--- src/rtl/serial_divide_seq.sv ---
// Request sequencer in front of serial_divide_uu: buffers operand pairs in a
// small FIFO, runs one division at a time and returns quotient plus tag.
module serial_divide_seq #(
  parameter int M_PP         = 16,
  parameter int N_PP         = 8,
  parameter int Q_PP         = 16,
  parameter int TAG_WIDTH_PP = 4,
  parameter int DEPTH_PP     = 4,
  parameter int PTR_WIDTH_PP = 2
) (
  input  logic                    clk_i,
  input  logic                    rst_n_i,
  input  logic                    req_valid_i,
  output logic                    req_ready_o,
  input  logic [M_PP-1:0]         req_dividend_i,
  input  logic [N_PP-1:0]         req_divisor_i,
  input  logic [TAG_WIDTH_PP-1:0] req_tag_i,
  output logic                    div_divide_o,
  output logic [M_PP-1:0]         div_dividend_o,
  output logic [N_PP-1:0]         div_divisor_o,
  input  logic [Q_PP-1:0]         div_quotient_i,
  input  logic                    div_done_i,
  output logic                    rsp_valid_o,
  input  logic                    rsp_ready_i,
  output logic [Q_PP-1:0]         rsp_quotient_o,
  output logic [TAG_WIDTH_PP-1:0] rsp_tag_o,
  output logic                    rsp_dz_o,
  output logic [PTR_WIDTH_PP:0]   level_o
);

  localparam logic [PTR_WIDTH_PP:0] DEPTH_L = (PTR_WIDTH_PP+1)'(DEPTH_PP);

  typedef enum logic [2:0] {S_IDLE, S_ISSUE, S_GUARD, S_WAIT, S_RESP} state_e;

  state_e                  state_q, state_d;
  logic [PTR_WIDTH_PP-1:0] wr_ptr_q, wr_ptr_d, rd_ptr_q, rd_ptr_d;
  logic [PTR_WIDTH_PP:0]   level_q, level_d;
  logic                    divide_q, divide_d;
  logic [M_PP-1:0]         dvd_q, dvd_d;
  logic [N_PP-1:0]         dvs_q, dvs_d;
  logic [TAG_WIDTH_PP-1:0] tag_q, tag_d;
  logic [Q_PP-1:0]         quot_q, quot_d;
  logic                    dz_q, dz_d;

  logic [M_PP-1:0]         dvd_mem_q [DEPTH_PP];
  logic [N_PP-1:0]         dvs_mem_q [DEPTH_PP];
  logic [TAG_WIDTH_PP-1:0] tag_mem_q [DEPTH_PP];

  logic push, pop;

  // Ready comes straight from the registered level, so a pop while full
  // only frees a slot for the following cycle.
  assign req_ready_o = (level_q != DEPTH_L);
  assign push        = req_valid_i && req_ready_o;
  assign pop         = (state_q == S_IDLE) && (level_q != '0);

  always_comb begin
    wr_ptr_d = push ? wr_ptr_q + 1'b1 : wr_ptr_q;
    rd_ptr_d = pop  ? rd_ptr_q + 1'b1 : rd_ptr_q;
    level_d  = level_q;
    case ({push, pop})
      2'b10:   level_d = level_q + 1'b1;
      2'b01:   level_d = level_q - 1'b1;
      default: level_d = level_q;
    endcase
  end

  always_comb begin
    state_d = state_q;
    dvd_d   = dvd_q;
    dvs_d   = dvs_q;
    tag_d   = tag_q;
    quot_d  = quot_q;
    dz_d    = dz_q;
    case (state_q)
      S_IDLE: begin
        if (pop) begin
          dvd_d = dvd_mem_q[rd_ptr_q];
          dvs_d = dvs_mem_q[rd_ptr_q];
          tag_d = tag_mem_q[rd_ptr_q];
          if (dvs_mem_q[rd_ptr_q] == '0) begin
            quot_d  = '1;
            dz_d    = 1'b1;
            state_d = S_RESP;
          end else begin
            state_d = S_ISSUE;
          end
        end
      end
      S_ISSUE: state_d = S_GUARD;
      // done is still the level left over from the previous division here
      S_GUARD: state_d = S_WAIT;
      S_WAIT: begin
        if (div_done_i) begin
          quot_d  = div_quotient_i;
          dz_d    = 1'b0;
          state_d = S_RESP;
        end
      end
      S_RESP: if (rsp_ready_i) state_d = S_IDLE;
      default: state_d = S_IDLE;
    endcase
    divide_d = (state_d == S_ISSUE);
  end

  always_ff @(posedge clk_i or negedge rst_n_i) begin
    if (!rst_n_i) begin
      state_q  <= S_IDLE;
      wr_ptr_q <= '0;
      rd_ptr_q <= '0;
      level_q  <= '0;
      divide_q <= 1'b0;
      dvd_q    <= '0;
      dvs_q    <= '0;
      tag_q    <= '0;
      quot_q   <= '0;
      dz_q     <= 1'b0;
    end else begin
      state_q  <= state_d;
      wr_ptr_q <= wr_ptr_d;
      rd_ptr_q <= rd_ptr_d;
      level_q  <= level_d;
      divide_q <= divide_d;
      dvd_q    <= dvd_d;
      dvs_q    <= dvs_d;
      tag_q    <= tag_d;
      quot_q   <= quot_d;
      dz_q     <= dz_d;
    end
  end

  // Storage needs no reset; emptiness is tracked by the pointers and level.
  always_ff @(posedge clk_i) begin
    if (push) begin
      dvd_mem_q[wr_ptr_q] <= req_dividend_i;
      dvs_mem_q[wr_ptr_q] <= req_divisor_i;
      tag_mem_q[wr_ptr_q] <= req_tag_i;
    end
  end

  assign div_divide_o   = divide_q;
  assign div_dividend_o = dvd_q;
  assign div_divisor_o  = dvs_q;
  assign rsp_valid_o    = (state_q == S_RESP);
  assign rsp_quotient_o = quot_q;
  assign rsp_tag_o      = tag_q;
  assign rsp_dz_o       = dz_q;
  assign level_o        = level_q;

endmodule
--- config.mk ---
export PLATFORM = sky130hd
export DESIGN_NAME = serial_divide_seq
export DESIGN_NICKNAME = d
export VERILOG_FILES = /design/src/rtl/serial_divide_seq.sv
export SDC_FILE = /design/constraint.sdc
export NUM_CORES = 1
export LEC_CHECK = 0
export ABC_AREA = 1
export BUFFER_PORTS_ARGS = -buffer_cell sky130_fd_sc_hd__clkbuf_2
export CAP_MARGIN = 0
export CORE_ASPECT_RATIO = 1.5
export CORE_MARGIN = 2
export CORE_UTILIZATION = 51
export DETAILED_ROUTE_END_ITERATION = 8
export PLACE_DENSITY = 0.76
export SETUP_SLACK_MARGIN = 0.5
export SYNTH_ARGS = -nofsm -noshare
export SYNTH_HDL_FRONTEND = slang
export SYNTH_SLANG_ARGS = --single-unit
--- constraint.sdc ---
create_clock -name clk_i -period 2.24 [get_ports clk_i]
set_input_delay 0.448 -clock clk_i [delete_from_list [all_inputs] [get_ports clk_i]]
set_output_delay 0.448 -clock clk_i [all_outputs]
set_load 0.02 [all_outputs]
==> results of run 1 <==
timing repair:
item / CTS / global route
setup endpoints to repair: 43 / 56
gates resized for setup: 10 / 15
cloned: 0 / 1
setup buffers: 6 / 9
pin swaps: 5 / 10
cell families (layout without fill, tap and decap cells):
logic type               Yosys count  after routing  share of synthesized area [%]
adder cells (fa/ha/maj)            6              6                           1.26
AO/OA/AOI/OAI                     73             73                           5.99
flip-flops                       168            168                           72.7
buffers and inverters             42            178                           2.63
AND/OR/NAND/NOR                  262            262                           16.8
XOR/XNOR                           5              5                          0.668
per-layer routing:
layer  up-vias  global-route usage [%]  routed length, microns
met5         -                       0                       0
met4         0                    8.75                     272
met3        25                    5.07                     790
met2       178                    36.7                    7590
met1      2173                    23.7                    5230
li1       2150                       -                       -
worst max-delay path: stages, from the launching register on:
cell and delay (ns):
dfrtp_2 0.45, buf_6 0.15, nand2_1 0.05, nand3_1 0.10, nand2_2 0.10, nand2_1 0.12
nor2_4 0.17, nand3_4 0.17, clkbuf_16 0.21, nand3_1 0.06, nand2_1 0.06
cell usage after synthesis, drive strengths merged:
cell type / instances
xor2: 3
nor3: 1
o22ai: 20
o211ai: 1
inv: 15
clkbuf: 18
ha: 5
xnor2: 2
nand2: 158
nand4: 1
buf: 9
nor2: 50
fa: 1
o21ai: 50
a21oi: 2
dfrtp: 56
or2: 16
edfxtp: 112
nand3: 36
through the flow:
step	hold slack, ns	setup slack (ns)
after global routing	0.0428	0.411
after detailed placement	0.464	0.319
final	0.0372	0.504
after floorplan	0.152	0.286
after CTS	0.0386	0.478
after global placement	0.464	0.389
flip-flops by register name, indices dropped and copies added (netlist names), 3 cells and up:
register,cells
level_o,3
dvs_mem_q,32
div_divisor_o,8
state_q,3
dvd_mem_q,64
tag_mem_q,16
rsp_quotient_o,16
rsp_tag_o,4
div_dividend_o,16
area by class of cell:
type	instances	area, sq um	area share (%)
sequential	168	4770	58.1
inverter	15	61.3	0.747
tap	156	195	2.38
multi-input combinational	346	1740	21.2
timing repair buffer	131	828	10.1
clock buffer	17	425	5.18
clock inverter	15	189	2.30
worst max path at each step:
stage,endpoint,cells past startpoint
after floorplan,level_o[2]$_DFFE_PN0P_,10
after global placement,level_o[2]$_DFFE_PN0P_,9
after detailed placement,rsp_quotient_o[2]$_DFFE_PN0P_,10
after global routing,level_o[2]$_DFFE_PN0P_,9
final,rsp_quotient_o[5]$_DFFE_PN0P_,10
after CTS,level_o[2]$_DFFE_PN0P_,9
power by group:
group	leakage, nW	internal [mW]	switching, mW
registers	1.70	4.29	0.412
logic	1.47	1.59	3.03
clock network	0.301	1.78	1.20
total	3.47	7.66	4.65
==> results.sh, run 1 <==
export IMPL_status="finished clean"
export IMPL_crit_arrival_ns=2.04
export IMPL_cts_sinks=168
export IMPL_regToRegStartpoint="rd_ptr_q[0]$_DFFE_PN0P_"
export IMPL_finalNonFillerCells=848
export IMPL_drtAntennaViolNets=0
export IMPL_io_pins=100
export IMPL_rows=50
export IMPL_clock_skew_ns=0.0108
export IMPL_total_power_mw=12.3
export IMPL_clock_path_buffers=2
export IMPL_r2r_end="rsp_quotient_o[5]$_DFFE_PN0P_"
export IMPL_htreeDepth=4
export IMPL_slew_headroom_pct=71.0
export IMPL_drive_above_1_share_pct=30.2
export IMPL_routed_wl_mm=13.9
export IMPL_yosys_top_cells_area="edfxtp_1 51%, dfrtp_1 21%, nand2_1 9.0%"
export IMPL_dpl_hpwl_mm=8.78
export IMPL_final_nets=734
export IMPL_num_vias=4526
export IMPL_final_cell_mix="153 x nand2_1, 112 x edfxtp_1, 98 x clkbuf_2"
export IMPL_finalInstanceArea_sq_um=8210
export IMPL_leakagePower_nw=3.47
export IMPL_yosys_cell_types_count=26
export IMPL_tns_ns=0
export IMPL_max_freq_ghz=0.576
export IMPL_cts_buffers=17
export IMPL_drt_first_iter_violations=291
export IMPL_die_h_microns=143
export IMPL_cts_hold_buf=0
export IMPL_io_buffers=99
export IMPL_die_x_microns=96.6
export IMPL_clk_latency_ns=0.42
export IMPL_hold_path_class="primary input to asynchronous set/reset pin"
export IMPL_vias_per_cell=5.34
export IMPL_grt_pass1_vias=4404
export IMPL_min_period_ns=1.74
export IMPL_overflow=0
export IMPL_end_kind="register"
export IMPL_die_area_sq_um=13800
export IMPL_core_area_sq_um=12500
export IMPL_worstSetupStartpoint="rd_ptr_q[0]$_DFFE_PN0P_"
export IMPL_wire_per_inst_microns=16.4
export IMPL_cts_root_buf="clkbuf_16"
export IMPL_finish_utilization_pct=65.6
export IMPL_netlist_area_sq_um=6560
export IMPL_synth_cells=556
export IMPL_antenna_found_initial=0
export IMPL_tightest_slew_ns=0.433
export IMPL_path_clk_slew_ns=0.06
export IMPL_path_max_fanout=8
export IMPL_period_share_pct=77.5
export IMPL_power_density_nw_per_um2=1500
export IMPL_start_kind="register"
export IMPL_yosys_warnings=0
export IMPL_rsz0062_at_grt="true"
export IMPL_route_detailed_drc=0
export IMPL_drv_slew=0
export IMPL_synth_fp_nets=611
export IMPL_synth_seq_area_share_pct=72.7
export IMPL_maxCapViolCount=0
export IMPL_grt_usage_pct=20.8
export IMPL_rrSetupSlack_ns=0.50
export IMPL_grt_max_degree=57
export IMPL_dpl_cell_count=800
export IMPL_ys_seq_elements=168
export IMPL_start_util_pct=52.4
export IMPL_worstSetupPathType="register to register"
export IMPL_required_ns=2.55
export IMPL_synth_top_area_share_pct=51.3
export IMPL_syn2layout_area_growth_pct=25.2
export IMPL_antenna_cells=0
export IMPL_yosysTopAreaCell="edfxtp_1"
export IMPL_synth_avg_cell_area_sq_um=11.8
export IMPL_drt_pass1_iterations=5
export IMPL_fillCellCount=926
export IMPL_postPlaceCellArea_sq_um=7360
export IMPL_grt_pass1_wl_mm=21.3
export IMPL_place_congestion=0.751
export IMPL_ff2ff_path_depth=10
export IMPL_vdd_drop_max_mv=0.729
export IMPL_layout_commonest_cell="nand2_1"
export IMPL_tritoncts="yes"
export IMPL_setup_viol=0
export IMPL_hold_viol_final=0
No activity file was read; power rests on OpenSTA's default activity.
==> run 2: changes to the inputs <==
--- a/config.mk
+++ b/config.mk
@@ -5,14 +5,14 @@
 export SDC_FILE = /design/constraint.sdc
 export NUM_CORES = 1
 export LEC_CHECK = 0
-export ABC_AREA = 1
+export ABC_AREA = 0
 export BUFFER_PORTS_ARGS = -buffer_cell sky130_fd_sc_hd__clkbuf_2
 export CAP_MARGIN = 0
 export CORE_ASPECT_RATIO = 1.5
 export CORE_MARGIN = 2
-export CORE_UTILIZATION = 51
+export CORE_UTILIZATION = 56
 export DETAILED_ROUTE_END_ITERATION = 8
-export PLACE_DENSITY = 0.76
+export PLACE_DENSITY = 0.79
 export SETUP_SLACK_MARGIN = 0.5
 export SYNTH_ARGS = -nofsm -noshare
 export SYNTH_HDL_FRONTEND = slang
==> constraint.sdc (replaced) <==
create_clock -name clk_i -period 1.7 [get_ports clk_i]
set_input_delay 0.34 -clock clk_i [delete_from_list [all_inputs] [get_ports clk_i]]
set_output_delay 0.34 -clock clk_i [all_outputs]
set_load 0.02 [all_outputs]
==> run 2 against run 1 <==
Compared with the run above: the flow now finishes with violations (setup timing); global-route usage up 8.4 points; via count down 6.8%; die area down 10%; count of clock-buffer cells in the layout increased by 1; clock power up 29%; core utilization increased by 21 points; first-iteration DRC count grew 37%; synthesized area fell by 1.7%; largest power group is now combinational cells.
==> results.sh, run 2 <==
export IMPL_status="complete, but fails checks"
export IMPL_violations="setup timing"
export IMPL_drt_pass1_iterations=4
export IMPL_largest_reg_flops=64
export IMPL_synth_cells=334
export IMPL_routed_wl_mm=19.2
export IMPL_ff2ff_path_depth=6
export IMPL_hold_viol_final=0
export IMPL_cts_root_buf="clkbuf_16"
export IMPL_regToRegStartpoint="rd_ptr_q[0]$_DFFE_PN0P_"
export IMPL_io_buffers=99
export IMPL_dpl_cell_count=598
export IMPL_r2r_end="rsp_quotient_o[5]$_DFFE_PN0P_"
export IMPL_yosysTopAreaCell="edfxtp_1"
export IMPL_worstSetupPathType="register to register"
export IMPL_regMostFlops="dvd_mem_q"
export IMPL_grt_usage_pct=29.2
export IMPL_layout_commonest_cell="edfxtp_1"
export IMPL_clock_skew_ns=0.0146
export IMPL_max_freq_ghz=0.381
export IMPL_yosys_warnings=0
export IMPL_power_density_nw_per_um2=2060
export IMPL_hold_path_class="primary input to register"
export IMPL_critPathSlowestCell="or4_4"
export IMPL_crit_arrival_ns=2.96
export IMPL_synth_top_area_share_pct=52.2
export IMPL_clk_latency_ns=0.43
export IMPL_start_kind="register"
export IMPL_yosysMostFrequentCell="edfxtp_1"
export IMPL_drtAntennaViolNets=0
export IMPL_ys_seq_elements=168
export IMPL_start_util_pct=56.8
export IMPL_io_pins=100
export IMPL_final_cell_mix="112 x edfxtp_1, 61 x buf_4, 54 x buf_6"
export IMPL_synth_top_flop_cell="edfxtp_1"
export IMPL_whs_endpoint="state_q[2]$_DFF_PN0_"
export IMPL_period_share_pct=154
export IMPL_top_regs="dvd_mem_q: 64 flops, dvs_mem_q: 32 flops"
export IMPL_end_kind="register"
export IMPL_route_detailed_drc=0
export IMPL_place_congestion=0.778
export IMPL_vdd_drop_max_mv=1.53
export IMPL_cts_sinks=168
export IMPL_final_nets=614
export IMPL_rrSetupSlack_ns=-0.92
export IMPL_drv_slew=0
export IMPL_die_area_sq_um=12400
export IMPL_grt_pass1_wl_mm=25.8
export IMPL_antenna_found_initial=0
export IMPL_rows=48
export IMPL_drt_first_iter_violations=399
export IMPL_finalNonFillerCells=722
export IMPL_crit_chain="buf_12, mux4_2, or4_4, or4_4, buf_12, a21oi_1"
export IMPL_die_h_microns=135
export IMPL_tritoncts="yes"
export IMPL_synth_fp_nets=389
export IMPL_overflow=0
export IMPL_yosys_top_cells_area="edfxtp_1 52%, dfrtp_1 22%, mux4_2 8.4%"
export IMPL_min_period_ns=2.62
export IMPL_synth_avg_cell_area_sq_um=19.3
export IMPL_path_clk_slew_ns=0.07
export IMPL_core_area_sq_um=11400
export IMPL_num_vias=4219
export IMPL_syn2layout_area_growth_pct=52.0
export IMPL_grt_pass1_vias=4279
export IMPL_tightest_slew_ns=0.390
export IMPL_rsz0062_at_grt="true"
export IMPL_clock_path_buffers=2
export IMPL_synthArstFlopShare_pct=33.3
export IMPL_netlist_area_sq_um=6450
export IMPL_path_max_fanout=18
export IMPL_vias_per_cell=5.84
export IMPL_hp_start="rsp_ready_i"
export IMPL_wire_per_inst_microns=26.7
export IMPL_drive_above_1_share_pct=61.0
export IMPL_htreeDepth=4
export IMPL_synth_seq_area_share_pct=73.9
export IMPL_cts_buffers=17
export IMPL_slowest_delay_ns=0.58
export IMPL_required_ns=2.04
export IMPL_slew_headroom_pct=74.0
export IMPL_synth_edf_count=112
export IMPL_grt_max_degree=57
export IMPL_finish_utilization_pct=86.3
export IMPL_setup_viol=166
export IMPL_dpl_hpwl_mm=7.53
export IMPL_leakagePower_nw=3.99
export IMPL_antenna_cells=0
export IMPL_fillCellCount=441
export IMPL_die_x_microns=91.6
export IMPL_hold_depth=2
export IMPL_synth_common_cells="112 x edfxtp_1, 56 x dfrtp_1, 36 x nor2_1"
export IMPL_layout_setup_ws_ns=-0.924
export IMPL_yosys_cell_types_count=32
export IMPL_maxCapViolCount=0
## run 2: cells by family after synthesis
group / count (synthesis) / synth area share, %
flip-flops: 168 / 73.9
AO/OA/AOI/OAI: 20 / 3.18
multiplexers: 58 / 15.2
adder cells (fa/ha/maj): 6 / 1.28
XOR/XNOR: 6 / 0.815
buffers and inverters: 21 / 1.71
AND/OR/NAND/NOR: 55 / 3.88
## run 2: repair_timing
action                                  4_1_cts  5_1_grt
endpoints found under the hold margin        56        0
gates resized for setup                     122      122
cloned                                       14        0
hold buffers                                  1        0
pin swaps                                    10        3
buffers inserted                             47       30
endpoints found under the setup margin      217      218
## run 2: worst max-delay path by stage
stage                                                end                     from  depth (start not counted)
final                      rsp_quotient_o[5]$_DFFE_PN0P_  rd_ptr_q[0]$_DFFE_PN0P_                          6
after detailed placement   rsp_quotient_o[6]$_DFFE_PN0P_  rd_ptr_q[0]$_DFFE_PN0P_                          5
after global placement     rsp_quotient_o[6]$_DFFE_PN0P_  rd_ptr_q[0]$_DFFE_PN0P_                          5
after floorplan           rsp_quotient_o[10]$_DFFE_PN0P_  rd_ptr_q[0]$_DFFE_PN0P_                          7
after CTS                  rsp_quotient_o[4]$_DFFE_PN0P_  rd_ptr_q[0]$_DFFE_PN0P_                          6
after global routing       rsp_quotient_o[5]$_DFFE_PN0P_  rd_ptr_q[0]$_DFFE_PN0P_                          6
## run 2: layout make-up
class,instances,area (sq um),area share [%]
Sequential cell,168,4770,48.7
Timing Repair Buffer,220,2420,24.7
Multi-Input combinational cell,145,1810,18.5
Clock buffer,18,429,4.38
Tap cell,150,188,1.92
Clock inverter,14,148,1.51
Inverter,7,26.3,0.268
## run 2: power breakdown
group | total, mW | internal (mW) | switching (mW)
sequential | 6.48 | 5.67 | 0.811
clock | 3.85 | 2.18 | 1.67
combinational | 9.83 | 5.68 | 4.14
## run 2: worst max-delay path, delay by kind of cell, from the launching register on
family | cells | cell delay [ns]
AO/OA/AOI/OAI | 1 | 0.16
buffers and inverters | 2 | 0.33
multiplexers | 1 | 0.52
AND/OR/NAND/NOR | 2 | 1.11
flip-flops | 1 | 0.41
## run 2: routing by layer
layer,vias up,global-route usage (%),wire length (microns)
li1,1742,-,-
met2,229,50.3,10600
met5,-,0,0
met3,56,7.79,1050
met4,0,13.9,903
met1,2192,34.0,6720
## run 2: through the flow
stage                     power, mW  setup WS [ns]  hold WS (ns)  TNS [ns]  instance area [sq um]
after global placement         11.5         -0.811         0.375    -19.45                   7410
after floorplan                9.78         -0.781        0.0444    -14.81                   6530
after detailed placement       11.7         -0.884         0.369    -21.02                   7410
final                          20.2         -0.924         0.128    -38.53                   9800
after global routing           20.8         -0.957         0.116    -42.87                   9800
after CTS                      18.1         -0.790         0.119    -25.45                   9270
==> run 3: changes to the inputs <==
--- a/config.mk
+++ b/config.mk
@@ -6,7 +6,7 @@
 export NUM_CORES = 1
 export LEC_CHECK = 0
 export ABC_AREA = 0
-export BUFFER_PORTS_ARGS = -buffer_cell sky130_fd_sc_hd__clkbuf_2
+export BUFFER_PORTS_ARGS = -buffer_cell sky130_fd_sc_hd__buf_2
 export CAP_MARGIN = 0
 export CORE_ASPECT_RATIO = 1.5
 export CORE_MARGIN = 2
@@ -14,6 +14,7 @@
 export DETAILED_ROUTE_END_ITERATION = 8
 export PLACE_DENSITY = 0.79
 export SETUP_SLACK_MARGIN = 0.5
+export SKIP_LAST_GASP = 1
 export SYNTH_ARGS = -nofsm -noshare
 export SYNTH_HDL_FRONTEND = slang
 export SYNTH_SLANG_ARGS = --single-unit
==> run 3 against run 2 <==
Compared with the run above: the flow still finishes with violations (setup timing); final area down 1.6%; clock power down 2%; die area unchanged; hold slack better by 0.0079 ns; worst setup slack better by 0.014 ns; critical path depth unchanged; sequential share of layout area up 0.78 points; clock skew down 0.0040 ns; critical path type unchanged; largest power group unchanged.
==> results.sh, run 3 (synthesized netlist as in run 2, its figures left out) <==
export IMPL_drv_slew=0
export IMPL_finalNonFillerCells=719
export IMPL_cts_buffers=17
export IMPL_violations="setup timing"
export IMPL_crit_arrival_ns=2.96
export IMPL_start_kind="register"
export IMPL_overflow=0
export IMPL_tightest_slew_ns=0.379
export IMPL_cts_sinks=168
export IMPL_largest_reg_flops=64
export IMPL_ff2ff_path_depth=6
export IMPL_leakagePower_nw=3.90
export IMPL_regToRegStartpoint="rd_ptr_q[0]$_DFFE_PN0P_"
export IMPL_worstSetupPathType="register to register"
export IMPL_hp_start="req_dividend_i[6]"
export IMPL_syn2layout_area_growth_pct=49.6
export IMPL_die_h_microns=135
export IMPL_final_nets=611
export IMPL_place_congestion=0.741
export IMPL_core_area_sq_um=11400
export IMPL_drt_first_iter_violations=433
export IMPL_rsz0062_at_grt="true"
export IMPL_maxCapViolCount=0
export IMPL_grt_pass1_wl_mm=24.1
export IMPL_place_ws_ns=-0.869
export IMPL_period_share_pct=154
export IMPL_setup_viol=53
export IMPL_final_cell_mix="112 x edfxtp_1, 80 x buf_6, 55 x buf_4"
export IMPL_htreeDepth=4
export IMPL_start_util_pct=56.8
export IMPL_io_buffers=99
export IMPL_clock_skew_ns=0.0106
export IMPL_status="complete, but fails checks"
export IMPL_layout_commonest_cell="edfxtp_1"
export IMPL_die_x_microns=91.6
export IMPL_antenna_found_initial=0
export IMPL_num_vias=4153
export IMPL_vias_per_cell=5.78
export IMPL_regMostFlops="dvd_mem_q"
export IMPL_grt_usage_pct=26.9
export IMPL_antenna_cells=0
export IMPL_end_kind="register"
export IMPL_max_freq_ghz=0.383
export IMPL_grt_max_degree=57
export IMPL_dpl_hpwl_mm=8.08
export IMPL_grt_pass1_vias=4217
export IMPL_tritoncts="yes"
export IMPL_io_pins=100
export IMPL_clock_path_buffers=2
export IMPL_hold_viol_final=0
export IMPL_required_ns=2.05
export IMPL_wire_per_inst_microns=25.7
export IMPL_path_clk_slew_ns=0.07
export IMPL_dpl_cell_count=598
export IMPL_layout_setup_ws_ns=-0.910
export IMPL_top_regs="dvd_mem_q: 64 flops, dvs_mem_q: 32 flops"
export IMPL_rrSetupSlack_ns=-0.91
export IMPL_vdd_drop_max_mv=1.33
export IMPL_hold_depth=1
export IMPL_drtAntennaViolNets=0
export IMPL_whs_endpoint="dvd_mem_q[0][6]$_DFFE_PP_"
export IMPL_slew_headroom_pct=74.7
export IMPL_routed_wl_mm=18.5
export IMPL_drt_pass1_iterations=6
export IMPL_r2r_end="rsp_quotient_o[12]$_DFFE_PN0P_"
export IMPL_cts_root_buf="clkbuf_16"
export IMPL_rows=48
export IMPL_route_detailed_drc=0
export IMPL_hold_path_class="primary input to register"
export IMPL_min_period_ns=2.61
export IMPL_clk_latency_ns=0.42
export IMPL_path_max_fanout=6
export IMPL_drive_above_1_share_pct=60.5
export IMPL_finish_utilization_pct=85.0
export IMPL_die_area_sq_um=12400
export IMPL_power_density_nw_per_um2=2040
run 3: repair_timing:
item                                    in CTS  in global routing
hold buffers                                 1                  0
resized for setup                          149                 49
pin swaps                                    8                 13
cloned                                       9                  1
endpoints found under the setup margin     217                217
setup buffers                               42                 36
hold endpoints to repair                    56                  0
run 3: power breakdown:
group	internal [mW]	total, mW	switching (mW)
registers	5.67	6.45	0.787
logic	5.42	9.47	4.05
clock network	2.17	3.79	1.63
total	13.2	19.7	6.47
run 3: routing by layer:
layer	vias up	global-route usage (%)	wire length (microns)
met3	59	5.40	915
met5	-	0	0
met2	221	48.2	10400
li1	1729	-	-
met4	0	13.0	763
met1	2144	30.8	6420
run 3: final cells by class:
| type | instances | area, sq um |
|---|---|---|
| clock inverters | 15 | 150 |
| clock buffers | 17 | 425 |
| multi-input cells | 145 | 1790 |
| inverters | 7 | 26.3 |
| flip-flops and latches | 168 | 4770 |
| well taps | 150 | 188 |
| fillers | 455 | 1710 |
| repair buffers | 217 | 2290 |
run 3: metrics by stage:
stage	hold slack, ns	instance area, sq um	power (mW)	setup TNS [ns]
after floorplan	0.0444	6530	9.78	-14.81
after global placement	0.370	7460	11.5	-19.27
after detailed placement	0.370	7460	11.8	-20.86
after CTS	0.123	9170	17.9	-18.59
after global routing	0.121	9650	20.4	-26.32
final	0.136	9650	19.7	-24.64
run 3: how the worst max path moves through the flow:
stage,startpoint,to,slack (ns),cells past startpoint
CTS,rd_ptr_q[0]$_DFFE_PN0P_,rsp_quotient_o[5]$_DFFE_PN0P_,-0.83,6
global placement,rd_ptr_q[0]$_DFFE_PN0P_,rsp_quotient_o[1]$_DFFE_PN0P_,-0.81,4
global route,rd_ptr_q[0]$_DFFE_PN0P_,rsp_quotient_o[12]$_DFFE_PN0P_,-0.92,6
detailed placement,rd_ptr_q[0]$_DFFE_PN0P_,rsp_quotient_o[4]$_DFFE_PN0P_,-0.87,5
finish,rd_ptr_q[0]$_DFFE_PN0P_,rsp_quotient_o[12]$_DFFE_PN0P_,-0.91,6
floorplan,rd_ptr_q[0]$_DFFE_PN0P_,rsp_quotient_o[10]$_DFFE_PN0P_,-0.78,7
run 3: worst max-delay path: stages (launching register included):
cell and delay [ns]:
dfrtp_2 0.44, buf_6 0.12, mux4_2 0.52, or4_4 0.55, or4_4 0.57, clkbuf_16 0.21, a21oi_4 0.12
